==> config.mk <==
export PLATFORM = sky130hd
export DESIGN_NAME = uart_sram_loader_flat
export DESIGN_NICKNAME = d
export VERILOG_FILES = /design/src/rtl/uart_sram_loader_if.sv /design/src/rtl/uart_sram_loader.sv /design/src/flat_wrapper.sv
export SDC_FILE = /design/constraint.sdc
export NUM_CORES = 1
export LEC_CHECK = 0
export ABC_AREA = 1
export BUFFER_PORTS_ARGS = -buffer_cell sky130_fd_sc_hd__buf_2
export CORE_MARGIN = 3
export CORE_UTILIZATION = 40
export CTS_CLUSTER_DIAMETER = 120
export DETAILED_ROUTE_END_ITERATION = 8
export SYNTH_ARGS = -nofsm -noshare
export SYNTH_HDL_FRONTEND = slang
export SYNTH_SLANG_ARGS = --single-unit
==> constraint.sdc <==
create_clock -name Clock_50 -period 2.02 [get_ports Clock_50]
set_input_delay 0.404 -clock Clock_50 [delete_from_list [all_inputs] [get_ports Clock_50]]
set_output_delay 0.404 -clock Clock_50 [all_outputs]
set_load 0.01 [all_outputs]
==> src/rtl/uart_sram_loader_if.sv <==
// UART byte strobe in, SRAM write port out; master = loader, slave = UART/SRAM side.
interface uart_sram_loader_if;
    logic        UART_rx_valid;
    logic [7:0]  UART_rx_data;
    logic [17:0] SRAM_address;
    logic [15:0] SRAM_write_data;
    logic        SRAM_we_n;

    modport master (
        input  UART_rx_valid, UART_rx_data,
        output SRAM_address, SRAM_write_data, SRAM_we_n
    );

    modport slave (
        output UART_rx_valid, UART_rx_data,
        input  SRAM_address, SRAM_write_data, SRAM_we_n
    );
endinterface

==> src/rtl/uart_sram_loader.sv <==
// Packs UART bytes big-endian into 16-bit SRAM words from BASE_ADDR; line silence ends the transfer (LOADER_ODD_PAD_EN pads an odd tail with 8'hFF).
// Latency: low-byte strobe at edge N -> SRAM_we_n low in cycle N+1 -> address advances at N+2; Done at TIMEOUT+1 (even) / TIMEOUT+2 (pad path).
// No backpressure: strobes are accepted in S_WAIT_HIGH, S_WAIT_LOW and S_WRITE, ignored elsewhere.
module uart_sram_loader #(
    parameter logic [17:0] BASE_ADDR = 18'd76800,
    parameter logic [25:0] TIMEOUT   = 26'd50000000
) (
    input  logic                       Clock_50,
    input  logic                       Resetn,
    input  logic                       Enable,
    uart_sram_loader_if.master         bus,
    output logic [17:0]                Word_count,
    output logic [25:0]                UART_timer,
    output logic                       Overflow,
    output logic                       Done
);

`ifdef LOADER_ODD_PAD_EN
    localparam bit PAD_EN = 1'b1;
`else
    localparam bit PAD_EN = 1'b0;
`endif

    typedef enum logic [2:0] {
        S_IDLE, S_WAIT_HIGH, S_WAIT_LOW, S_WRITE, S_PAD, S_DONE
    } state_t;

    state_t      state, next_state;
    logic [17:0] addr_q;
    logic [15:0] wdata_q;
    logic        we_n_q;
    logic        started;   // a byte has arrived since S_IDLE; arms the silence timer
    logic        past_end;  // the word at 18'h3FFFF has been written
    logic        strobe_ok;
    logic        timed_out;
    logic        write_next;
    logic        commit;

    assign bus.SRAM_address    = addr_q;
    assign bus.SRAM_write_data = wdata_q;
    assign bus.SRAM_we_n       = we_n_q;

    always_comb begin
        next_state = state;
        strobe_ok  = bus.UART_rx_valid && Enable &&
                     (state == S_WAIT_HIGH || state == S_WAIT_LOW || state == S_WRITE);
        timed_out  = started && (UART_timer >= TIMEOUT - 26'd1);
        case (state)
            S_IDLE:      if (Enable) next_state = S_WAIT_HIGH;
            S_WAIT_HIGH: begin
                if (strobe_ok)      next_state = S_WAIT_LOW;
                else if (timed_out) next_state = S_DONE;
            end
            S_WAIT_LOW: begin
                if (strobe_ok)      next_state = S_WRITE;
                else if (timed_out) next_state = S_PAD;
            end
            S_WRITE:     next_state = strobe_ok ? S_WAIT_LOW : S_WAIT_HIGH;
            S_PAD:       next_state = S_DONE;
            S_DONE:      next_state = S_IDLE;
            default:     next_state = S_IDLE;
        endcase
        if (!Enable) next_state = S_IDLE;
        write_next = (next_state == S_WRITE) || (PAD_EN && next_state == S_PAD);
        commit     = Enable && !past_end && (state == S_WRITE || (PAD_EN && state == S_PAD));
    end

    always_ff @(posedge Clock_50 or negedge Resetn) begin
        if (!Resetn) begin
            state      <= S_IDLE;
            addr_q     <= BASE_ADDR;
            wdata_q    <= 16'h0000;
            we_n_q     <= 1'b1;
            Word_count <= 18'd0;
            UART_timer <= 26'd0;
            started    <= 1'b0;
            past_end   <= 1'b0;
            Overflow   <= 1'b0;
            Done       <= 1'b0;
        end else begin
            state  <= next_state;
            Done   <= Enable && (state == S_DONE);
            we_n_q <= 1'b1;
            if (write_next) begin
                if (past_end) Overflow <= 1'b1;
                else          we_n_q   <= 1'b0;
            end

            if (strobe_ok) begin
                if (state == S_WAIT_LOW) wdata_q[7:0]  <= bus.UART_rx_data;
                else                     wdata_q[15:8] <= bus.UART_rx_data;
            end
            if (PAD_EN && next_state == S_PAD) wdata_q[7:0] <= 8'hFF;

            if (state == S_IDLE) begin
                UART_timer <= 26'd0;
                started    <= 1'b0;
                // Results of the previous transfer stay visible until Enable restarts it.
                if (Enable) begin
                    addr_q     <= BASE_ADDR;
                    Word_count <= 18'd0;
                    past_end   <= 1'b0;
                end
            end else if (strobe_ok) begin
                UART_timer <= 26'd0;
                started    <= 1'b1;
            end else if (started) begin
                UART_timer <= UART_timer + 26'd1;
            end

            if (commit) begin
                Word_count <= Word_count + 18'd1;
                if (addr_q == 18'h3FFFF) past_end <= 1'b1;
                else                     addr_q   <= addr_q + 18'd1;
            end
        end
    end

endmodule

==> src/flat_wrapper.sv <==
// flat-port wrapper written by rule: the top's interface ports become plain ports
module uart_sram_loader_flat 
#(
    parameter logic [17:0] BASE_ADDR = 18'd76800,
    parameter logic [25:0] TIMEOUT   = 26'd50000000
)
  (Clock_50, Resetn, Enable, Word_count, UART_timer, Overflow, Done, bus_UART_rx_valid, bus_UART_rx_data, bus_SRAM_address, bus_SRAM_write_data, bus_SRAM_we_n);
  uart_sram_loader_if bus_i ();
  input  logic Clock_50;
  input  logic Resetn;
  input  logic Enable;
  output logic [17:0] Word_count;
  output logic [25:0] UART_timer;
  output logic Overflow;
  output logic Done;
  input wire logic [$bits(bus_i.UART_rx_valid)-1:0] bus_UART_rx_valid;
  input wire logic [$bits(bus_i.UART_rx_data)-1:0] bus_UART_rx_data;
  output wire logic [$bits(bus_i.SRAM_address)-1:0] bus_SRAM_address;
  output wire logic [$bits(bus_i.SRAM_write_data)-1:0] bus_SRAM_write_data;
  output wire logic [$bits(bus_i.SRAM_we_n)-1:0] bus_SRAM_we_n;
  assign bus_i.UART_rx_valid = bus_UART_rx_valid;
  assign bus_i.UART_rx_data = bus_UART_rx_data;
  assign bus_SRAM_address = bus_i.SRAM_address;
  assign bus_SRAM_write_data = bus_i.SRAM_write_data;
  assign bus_SRAM_we_n = bus_i.SRAM_we_n;
  uart_sram_loader #(.BASE_ADDR(BASE_ADDR), .TIMEOUT(TIMEOUT)) u_core (.Clock_50(Clock_50), .Resetn(Resetn), .Enable(Enable), .bus(bus_i), .Word_count(Word_count), .UART_timer(UART_timer), .Overflow(Overflow), .Done(Done));
endmodule
==> out/results.ini <==
[synthesis]
synth_compound_area_frac = 0.1077
synthSimpleGateAreaFrac = 0.3096
synth_top_flop_cell = dfrtp_1
synth_nets = 609
ys_seq_area_frac = 0.4705
ys_top_cells_by_count = nand2_1 (130), dfrtp_1 (81), nor2_1 (77)
syn_area_um2 = 4587
synth_seq_cells = 86
yosys.area.top_type = dfrtp_1
async_reset_ff_frac = 1.000
synthAdderAreaFrac = 0.008183
synthMuxAreaShare = 0
ys_warn_count = 0
synth_xor_area_frac = 0.02864
synth.distinct_cells = 38
yosysMostFrequentCell = nand2_1
synthesis.instances = 594
synth_top_family_by_area = simple AND/OR/NAND/NOR gates
synth_edf_count = 0
yosysTopAreaCellShare = 0.4419
ys_top_cells_by_area = dfrtp_1 (44%), nand2_1 (11%), nor2_1 (6.3%)
synth.avg_cell_area_um2 = 7.722

[critical_path]
start_kind = register
cp.required_ns = 2.28
arrival_ns = 2.12
cp-end-kind = register
reg2reg_depth = 11
cp_max_fo = 16
crit_type = reg2reg

[cells_and_area]
diodes = 0
drive_above_1_share = 0.2133
nets = 718
synthToLayoutAreaGrowth_pct = 23.38

[cts]
clockRootBuffer = clkbuf_16
numCtsBuffers = 9
clockBufferDepth = 2
cts_tree = yes
path_clk_slew_ns = 0.07
postCtsSetupRepairBufs = 0
worstSkewPairLatency_ns = 0.34
h-tree-depth = 3
cts.sinks = 86

[drt]
vias = 4313
finalWirelength_um = 11510
first_iter_violations = 229
via_per_inst = 5.086
drt_pass1_iterations = 5
avgRoutedWirePerCell_um = 13.58
drcViolationCount = 0
detail-route-antenna-nets = 0

[global_route]
grt_start_max_net_pins = 39
grt_pass1_wl_um = 19390
grt_pass1_vias = 4077
track_usage = 0.1847
antenna_found_initial = 0
overflow = 0

[floorplan]
die-area_um2 = 12790
initial_core_util = 0.4158
rows = 38
die_x_um = 113.1
die_height_um = 113.1
ioPinCount = 93
core_um2 = 11030

[pwr]
ir_worst_vdd_v = 0.0004317
p_per_area_nw_per_um2 = 700.8
total_power_mw = 3.966
power_frac_comb = 0.078
p_switching_mw = 0.9492
intPower_mw = 3.017
leakage_nw = 2.903
switching_share = 0.2393
clockPowerShare = 0.457
power_frac_seq = 0.464

[sta]
period_share = 0.9187
rsz0062_at_grt = false
hold_viol = 0
slew_headroom = 0.6979
post-route-min-period_ns = 1.856
setup_viol = 0
drv_slew = 0
worst_slack_ns = 0.1642
fmax_mhz = 538.9
totalNegativeSetupSlack_ns = 0
worstMarginPinSlew_ns = 0.4521
skew_ns = 0.008311

[job]
drv_cap = 0

[status]
status = finished, final reports clean

[place]
dp_slack_ns = 0.1201
dp_hpwl_um = 8630
portBuffers = 92
place_congestion = 0.8725

[worst_hold_path]
hold_depth = 3
hold_path_class = in2reg

kinds of logic (layout without fill, tap and decap cells):
logic type | Yosys count | after routing
fa+ha+maj | 3 | 3
buf+inv | 87 | 201
flops | 86 | 86
xor+xnor | 15 | 15
simple gates | 313 | 313
compound gates | 90 | 90
worst paths after layout:
check	end	slack [ns]	start
max in group asynchronous	u_core.bus.SRAM_address[10]	0.82	Resetn
max	u_core.bus.SRAM_address[6]	0.16	u_core.bus.SRAM_address[0]
min in group asynchronous	u_core.bus.SRAM_write_data[15]	0.54	Resetn
min	u_core.bus.SRAM_write_data[2]	0.33	bus_UART_rx_data[2]
min reg2reg	u_core.Overflow	0.48	u_core.Overflow
max reg2reg	u_core.bus.SRAM_address[6]	0.16	u_core.bus.SRAM_address[0]
repair_timing:
action                                 in CTS  in global routing
hold buffers                                1                  0
resized for setup                           0                  5
setup endpoints to repair                   0                 12
endpoints found under the hold margin      10                  0
layer usage:
layer,global-route usage,share of wire,wire length (um)
met2,0.2729,0.44,5059
met1,0.2677,0.48,5577
met5,0,0,0
met4,0.07212,0.014,164
met3,0.03636,0.062,712
per-stage QoR:
stage                     cells  utilization  area [um2]  hold WS [ns]
after floorplan             594            -        4587        0.1084
after global placement      831       0.4803        5298        0.3674
after detailed placement    831       0.4803        5298        0.3685
after CTS                   848       0.5105        5632        0.3119
after global routing        848       0.5130        5659        0.3232
final                       848       0.5130        5659        0.3257
sequential cells by signal (all words and copies together), names as in the netlist:
signal and flops:
u_core.Done 1, u_core.Overflow 1, u_core.UART_timer 26, u_core.Word_count 18
u_core.bus.SRAM_address 18, u_core.bus.SRAM_we_n 1, u_core.bus.SRAM_write_data 16, u_core.past_end 1
u_core.started 1, u_core.state 3
critical path, cell delays in order, from the launching register on:
cell      delay, ns
dfrtp_1        0.36
ha_1           0.19
nand2_2        0.09
nand3b_4       0.20
nor2_4         0.15
nand4_4        0.12
nor2_4         0.13
nand2_4        0.11
nand2_8        0.14
buf_4          0.15
nand3_1        0.06
o21ai_1        0.09
cell type report:
type,instances,area (um2)
Fill cell,1092,5371
Clock buffer,10,239.0
Clock inverter,6,85.08
Tap cell,140,175.2
Multi-Input combinational cell,421,2111
Timing Repair Buffer,109,605.6
Sequential cell,86,2158
Inverter,76,285.3
power by group through the flow:
stage,Sequential [mW],Clock [mW],Combinational [mW]
final,1.84,1.81,0.311
after CTS,1.84,1.86,0.317
after detailed placement,1.87,0,0.316
after global routing,1.85,1.92,0.354
after floorplan,1.90,0,0.116
after global placement,1.87,0,0.311
cell usage in the layout, fill, tap and decap left out, types with 9 or more instances in the layout:
cell,count
nand2_1,129
buf_2,91
dfrtp_1,81
nor2_1,76
inv_1,72
nand3_1,49
o21ai_0,32
a21oi_1,29
nand4_1,18
nor3_1,16
buf_4,16
o21ai_1,12
xor2_1,11
clkbuf_16,9
Note: power is estimated with default switching activity, not from simulation.
